## src/rtl/sfp_tx_arbiter.sv

```systemverilog
// sfp_tx_arbiter: arbitrates four frame sources onto one SFP transmitter, one frame in flight
module sfp_tx_arbiter #(
    parameter int C_DATA_FRAME_BIT = 128,
    parameter int C_TIMEOUT        = 1000,
    parameter int C_GAP            = 2
) (
    input  logic                        i_clk,
    input  logic                        i_rst,
    input  logic [3:0]                  i_req,
    input  logic [C_DATA_FRAME_BIT-1:0] i_frame_0,
    input  logic [C_DATA_FRAME_BIT-1:0] i_frame_1,
    input  logic [C_DATA_FRAME_BIT-1:0] i_frame_2,
    input  logic [C_DATA_FRAME_BIT-1:0] i_frame_3,
    output logic [3:0]                  o_ack,
    output logic [1:0]                  o_grant_id,
    output logic [C_DATA_FRAME_BIT-1:0] o_tx_data,
    output logic                        o_tx_start,
    input  logic                        i_tx_done,
    output logic                        o_busy,
    output logic                        o_timeout,
    input  logic                        i_timeout_clr,
    output logic [15:0]                 o_tx_cnt
);
    typedef enum logic [2:0] {IDLE, LOAD, START, WAIT, GAP} state_t;
    state_t state;
    logic [1:0] rr_ptr, c1, c2, c3, pick;
    logic [15:0] wait_cnt, gap_cnt;
    logic [C_DATA_FRAME_BIT-1:0] frames [4];
    assign frames[0] = i_frame_0;
    assign frames[1] = i_frame_1;
    assign frames[2] = i_frame_2;
    assign frames[3] = i_frame_3;
    assign o_busy = state != IDLE;
    // winner: pass-through always, else rotate over 1..3 starting after the last served
    always_comb begin
        c1 = (rr_ptr == 2'd3) ? 2'd1 : rr_ptr + 2'd1;
        c2 = (c1 == 2'd3) ? 2'd1 : c1 + 2'd1;
        c3 = (c2 == 2'd3) ? 2'd1 : c2 + 2'd1;
        pick = i_req[0] ? 2'd0 : i_req[c1] ? c1 : i_req[c2] ? c2 : c3;
    end
    // frame sequencer with registered handshake outputs; a late timeout set overrides a clear
    always_ff @(posedge i_clk) begin
        if (i_rst) begin
            state      <= IDLE;
            rr_ptr     <= 2'd3;
            wait_cnt   <= '0;
            gap_cnt    <= '0;
            o_ack      <= '0;
            o_grant_id <= '0;
            o_tx_data  <= '0;
            o_tx_start <= 1'b0;
            o_timeout  <= 1'b0;
            o_tx_cnt   <= '0;
        end else begin
            o_ack      <= '0;
            o_tx_start <= 1'b0;
            if (i_timeout_clr) o_timeout <= 1'b0;
            case (state)
                IDLE: if (|i_req) begin
                    o_grant_id <= pick;
                    state      <= LOAD;
                end
                LOAD: if (i_req[o_grant_id]) begin
                    o_tx_data         <= frames[o_grant_id];
                    o_ack[o_grant_id] <= 1'b1;
                    if (o_grant_id != 2'd0) rr_ptr <= o_grant_id;
                    state             <= START;
                end else begin
                    state <= IDLE;
                end
                START: begin
                    o_tx_start <= 1'b1;
                    wait_cnt   <= '0;
                    state      <= WAIT;
                end
                WAIT: if (i_tx_done) begin
                    o_tx_cnt <= o_tx_cnt + 16'd1;
                    gap_cnt  <= '0;
                    state    <= GAP;
                end else if (wait_cnt == 16'(C_TIMEOUT - 1)) begin
                    o_timeout <= 1'b1;
                    gap_cnt   <= '0;
                    state     <= GAP;
                end else begin
                    wait_cnt <= wait_cnt + 16'd1;
                end
                GAP: if (gap_cnt == 16'(C_GAP - 1)) state <= IDLE;
                     else gap_cnt <= gap_cnt + 16'd1;
                default: state <= IDLE;
            endcase
        end
    end
endmodule

```

## config.mk

```make
export PLATFORM = sky130hd
export DESIGN_NAME = sfp_tx_arbiter
export DESIGN_NICKNAME = d
export VERILOG_FILES = /design/src/rtl/sfp_tx_arbiter.sv
export SDC_FILE = /design/constraint.sdc
export NUM_CORES = 1
export LEC_CHECK = 0
export CAP_MARGIN = 20
export CORE_AREA = 4 4 258 260
export CTS_CLUSTER_SIZE = 12
export DETAILED_ROUTE_END_ITERATION = 6
export DIE_AREA = 0 0 262 264
export GPL_ROUTABILITY_DRIVEN = 0
export MAX_ROUTING_LAYER = met4
export SLEW_MARGIN = 25
export SYNTH_ARGS = -nofsm -noshare
export SYNTH_HDL_FRONTEND = slang
export SYNTH_SLANG_ARGS = --single-unit
```

## constraint.sdc

```tcl
create_clock -name i_clk -period 1.9 [get_ports i_clk]
set_input_delay 0.57 -clock i_clk [delete_from_list [all_inputs] [get_ports i_clk]]
set_output_delay 0.57 -clock i_clk [all_outputs]
set_load 0.01 [all_outputs]
```

Word level (Yosys, flattened, before mapping)
Index checks and enable logic that the tools add are counted.
{"block": "word_totals", "reg_bits": 189, "in_bits": 520, "output_inout_bits": 153, "word_cells": 89}
{"block": "classes", "addsub": 6, "magnitude_cmp": 5, "n_eq_ne": 15, "mux": 35, "n_bitwise": 3, "n_reduce_logical": 15}
{"cell": "$bmux 128 s2", "n": 1}
{"cell": "$mux 128", "n": 2}
{"cell": "$mux 16", "n": 5}
{"cell": "$pmux 16 s2", "n": 2}
{"cell": "$add 16x1->16 const B", "n": 3}
{"cell": "$eq 16x1->1 const B", "n": 1}
{"cell": "$eq 16x10->1 const B", "n": 1}
{"cell": "$pmux 3 s5", "n": 1}
{"cell": "$mux 2", "n": 7}
{"cell": "$mux 3", "n": 4}
{"cell": "$reduce_and 3->1", "n": 4}
{"cell": "$ne 2x2->1 const B", "n": 5}
{"cell": "$lt 2x3->1 const B", "n": 3}
{"cell": "$mux 1", "n": 9}
{"cell": "$add 2x1->2 const B", "n": 3}
{"cell": "$bmux 1 s2", "n": 3}
{"cell": "$eq 2x2->1 const B", "n": 3}
{"cell": "$eq 3x2->1 const B", "n": 2}
{"cell": "$reduce_and 2->1", "n": 3}
{"cell": "$reduce_bool 2->1", "n": 3}
{"cell": "$reduce_or 4->1", "n": 1}
{"cell": "$eq 3x1->1 const B", "n": 1}
{"cell": "$eq 3x3->1 const B", "n": 1}
{"cell": "$ge 3x3->1 const B", "n": 1}
{"cell": "other kinds (9)", "n": 10}

Longest topological paths before layout
{"block": "logic_depth", "ltp_word": 9, "depth_mapped": 9}

Worst setup path before layout
OpenSTA, ideal clock, no wires.
{"block": "synth_path", "path_kind": "register to register", "from": "reg wait_cnt[15]", "to": "reg gap_cnt[13]", "t_arrival_ps": 1958, "path_slack_ps": -183, "stages_incl_launch_ff": 7, "path_buffers": 2, "synth_period_minus_slack_ps": 2083, "cell_sequence": "dfxtp_1 -> or4_4 -> or4_1 -> buf_2 -> a21oi_1 -> buf_2 -> a21oi_1"}
{"block": "synth_between", "elab_chain_len": 3}
{"item": "start: declaration", "line": "27", "source": "logic [15:0] wait_cnt, gap_cnt;"}
{"item": "start signal: assignment", "line": "85", "source": "wait_cnt <= wait_cnt + 16'd1;"}
{"item": "$eq 16x10->1", "line": "80", "source": "end else if (wait_cnt == 16'(C_TIMEOUT - 1)) begin"}
{"item": "$ne 3x3->1 (no source line)"}
{"item": "$reduce_and 3->1 (no source line)"}
{"item": "end signal: assignment", "line": "88", "source": "else gap_cnt <= gap_cnt + 16'd1;"}
{"item": "end: declaration", "line": "27"}
No other way between the ends.
A chain may end at the register's enable or synchronous reset.

Worst setup path in the final report
{"block": "layout_path", "from": "reg wait_cnt[14]", "to": "reg gap_cnt[15]"}
Same word-level chain as after synthesis.

==> flow_metrics.tcl <==
set metrics [dict create \
    status "complete, but fails checks" \
    grt_setup_unrepaired "true" \
    min_period_ps 2130 \
    tritoncts "yes" \
    seqCellArea_sq_um 3810 \
    synth_common_cells "nand2_1, dfxtp_1, a21oi_1, mux4_2, clkbuf_1" \
    placed_area_sq_um 18600 \
    met2_usage_pct 24.0 \
    cts_buffer_depth 2 \
    grt_use_total_pct 14.8 \
    max_freq_mhz 469 \
    power.density_nw_per_um2 586 \
    die_x_um 262 \
    crit_required_ps 2320 \
    met1_usage_pct 16.5 \
    cts-root-buf "clkbuf_16" \
    slowest_delay_ps 560 \
    portBuffers 672 \
    synth_fp_nets 1593 \
    worst_slew_pin_slew_ps 594 \
    crit_path_end_kind "flip-flop" \
    grt_max_degree 89 \
    slowest_stage "or4_4" \
    critical_path_class "flip-flop to flip-flop" \
    fin_ws_ps -232 \
    initial_utilization_pct 16.1 \
    grt_pass1_vias 12000 \
    ir_drop_uv 459 \
    arrival_ps 2550 \
    grt_pass1_wl_um 74200 \
    drt_first_pass_iters 5 \
    netlist_top_cells_area "dfxtp_1, mux4_2, nand2_1, a21oi_1, clkbuf_1" \
    overflow 0 \
    syn_avg_cell_area_sq_um 9.70 \
    critical_path.cell_chain "or4_4, nor4_4, buf_4, buf_6, o2111ai_1, or3_1, a21oi_2" \
    min_path_type "input pin to flip-flop" \
    yosysUniqueCellTypes 49 \
    startpoint_type "flip-flop" \
    async_flop_share_pct 0 \
    multi_input_area_sq_um 6980 \
    path_max_fanout 7 \
    remaining_drc_errors 0 \
    setup_viol 153 \
    cts.sinks 189 \
    clock_latency_ps 480 \
    antenna_found_initial 5 \
    netlist_instances 1067 \
    ys_seq_elements 189 \
    design_area_sq_um 20600 \
    ant_nets 0 \
    cts_buffers 17 \
    nFillCells 6542 \
    clk_pin_slew_worst_paths_ps 80 \
    syn_area_sq_um 10400 \
    grt.met3_usage_pct 5.16 \
    syn2layout_area_growth_pct 99.4 \
    skew_ps 9.05 \
    pin_count 673 \
    nets 2317 \
    path_buf_inv 2 \
    avgViaCountPerCell 4.41 \
    finalHoldViolCount 0 \
    yosysTopAreaCell "dfxtp_1" \
    die_h_um 264 \
    grt.busiest_layer "met2" \
    htree_num_levels 4 \
    synth_edf_count 0 \
    crit_family "simple AND/OR/NAND/NOR gates" \
    period_share_pct 112 \
    ys.warnings.count 0 \
    max-slew-margin-rel_pct 60.4 \
    dp_hpwl_um 41900 \
    core-area_sq_um 64100 \
    synth.most_common_cell "nand2_1" \
    synth_top_area_share_pct 36.5 \
    drt_iter0_drc 656 \
    leakagePower_nw 7.55 \
    vias 11700 \
    dieArea_sq_um 69200 \
    num_rows 93 \
    maxSlewViolCount 0 \
    hold_buffers 0 \
    cap_violations 0 \
    utilization_pct 32.2 \
    violations "negative setup slack" \
    synth.yosys.seq_area_share_pct 36.5 \
    drt_wl_total_um 57000 \
    synthFlopType "dfxtp_1" \
    drive_above_1_share_pct 26.7 \
    avgRoutedWirePerCell_um 21.4 \
]
## layout by cell type, fill, tap and decap left out, types with 32 or more instances in the layout
cell,n
dlygate4sd2_1,148
nand2_2,33
a21oi_1,76
nand2_1,225
clkdlybuf4s50_1,517
mux4_2,130
a21oi_2,79
buf_4,55
nor2_1,32
dfxtp_1,175
## power breakdown
| group | internal, mW | switching (mW) | total (mW) |
|---|---|---|---|
| logic | 2.38 | 1.71 | 4.09 |
| registers | 4.17 | 0.145 | 4.31 |
| clock network | 1.85 | 1.83 | 3.69 |
| total | 8.40 | 3.69 | 12.1 |
## registers in the layout, summed over array words and instances (netlist names)
register    count
o_ack           4
o_tx_cnt       16
o_timeout       1
wait_cnt       16
rr_ptr          2
gap_cnt        16
state           3
o_grant_id      2
o_tx_start      1
o_tx_data     128
## worst register-to-register path: stages (launching register included)
cell and delay [ps]:
dfxtp_1 320, or4_4 560, nor4_4 240, buf_4 190, buf_6 140, o2111ai_1 140
or3_1 350, a21oi_2 140
## area by class of cell
class                           instances  share of cell area [%]
Timing Repair Buffer                  793                    39.5
Multi-Input combinational cell        783                    33.8
Sequential cell                       189                    18.5
Tap cell                              855                    5.18
Clock buffer                           17                    2.06
Clock inverter                         15                   0.758
Inverter                                7                   0.127
Antenna cell                            6                  0.0727
## cell families (layout without fill, tap and decap cells)
logic type	count (synthesis)	count (layout)	share of synthesized area, %
and+or+nand+nor	419	421	18.1
other	0	6	0
DFF	189	189	36.5
buffers and inverters	97	832	3.81
muxes	132	132	28.5
AOI/OAI and AO/OA	207	207	10.9
xor gates and xnor gates	17	17	1.44
adders and majority gates	6	6	0.725
## final timing paths
check / slack [ps] / cells after the start / startpoint / to
max: -230 / 7 / wait_cnt[14] / gap_cnt[15]
min: 300 / 2 / i_rst / state[2]
max reg2reg: -230 / 7 / wait_cnt[14] / gap_cnt[15]
min reg2reg: 450 / 2 / o_tx_data[80] / o_tx_data[80]
## stage by stage
step | std cells | setup WS, ps | hold slack [ps] | power [mW] | setup TNS [ps]
floorplan | 1067 | -145 | 444 | 5.83 | -2340
global placement | 2583 | -511 | 441 | 7.87 | -75490
detailed placement | 2583 | -555 | 446 | 7.91 | -83970
CTS | 2622 | -264 | 241 | 11.6 | -7390
global route | 2664 | -336 | 250 | 12.7 | -17260
finish | 2665 | -232 | 296 | 12.1 | -12860
## repair_timing
| action | CTS | global route |
|---|---|---|
| setup buffers | 5 | 16 |
| pin swaps | 41 | 135 |
| gates resized for setup | 226 | 197 |
| setup endpoints to repair | 187 | 120 |
| cloned | 2 | 21 |
## layer usage
| layer | wire [um] | up-vias |
|---|---|---|
| li1 | - | 5375 |
| met1 | 22200 | 5766 |
| met2 | 28000 | 518 |
| met3 | 5000 | 85 |
| met4 | 1700 | 0 |
| met5 | 0 | - |
Note: power is estimated with default switching activity, not from simulation.
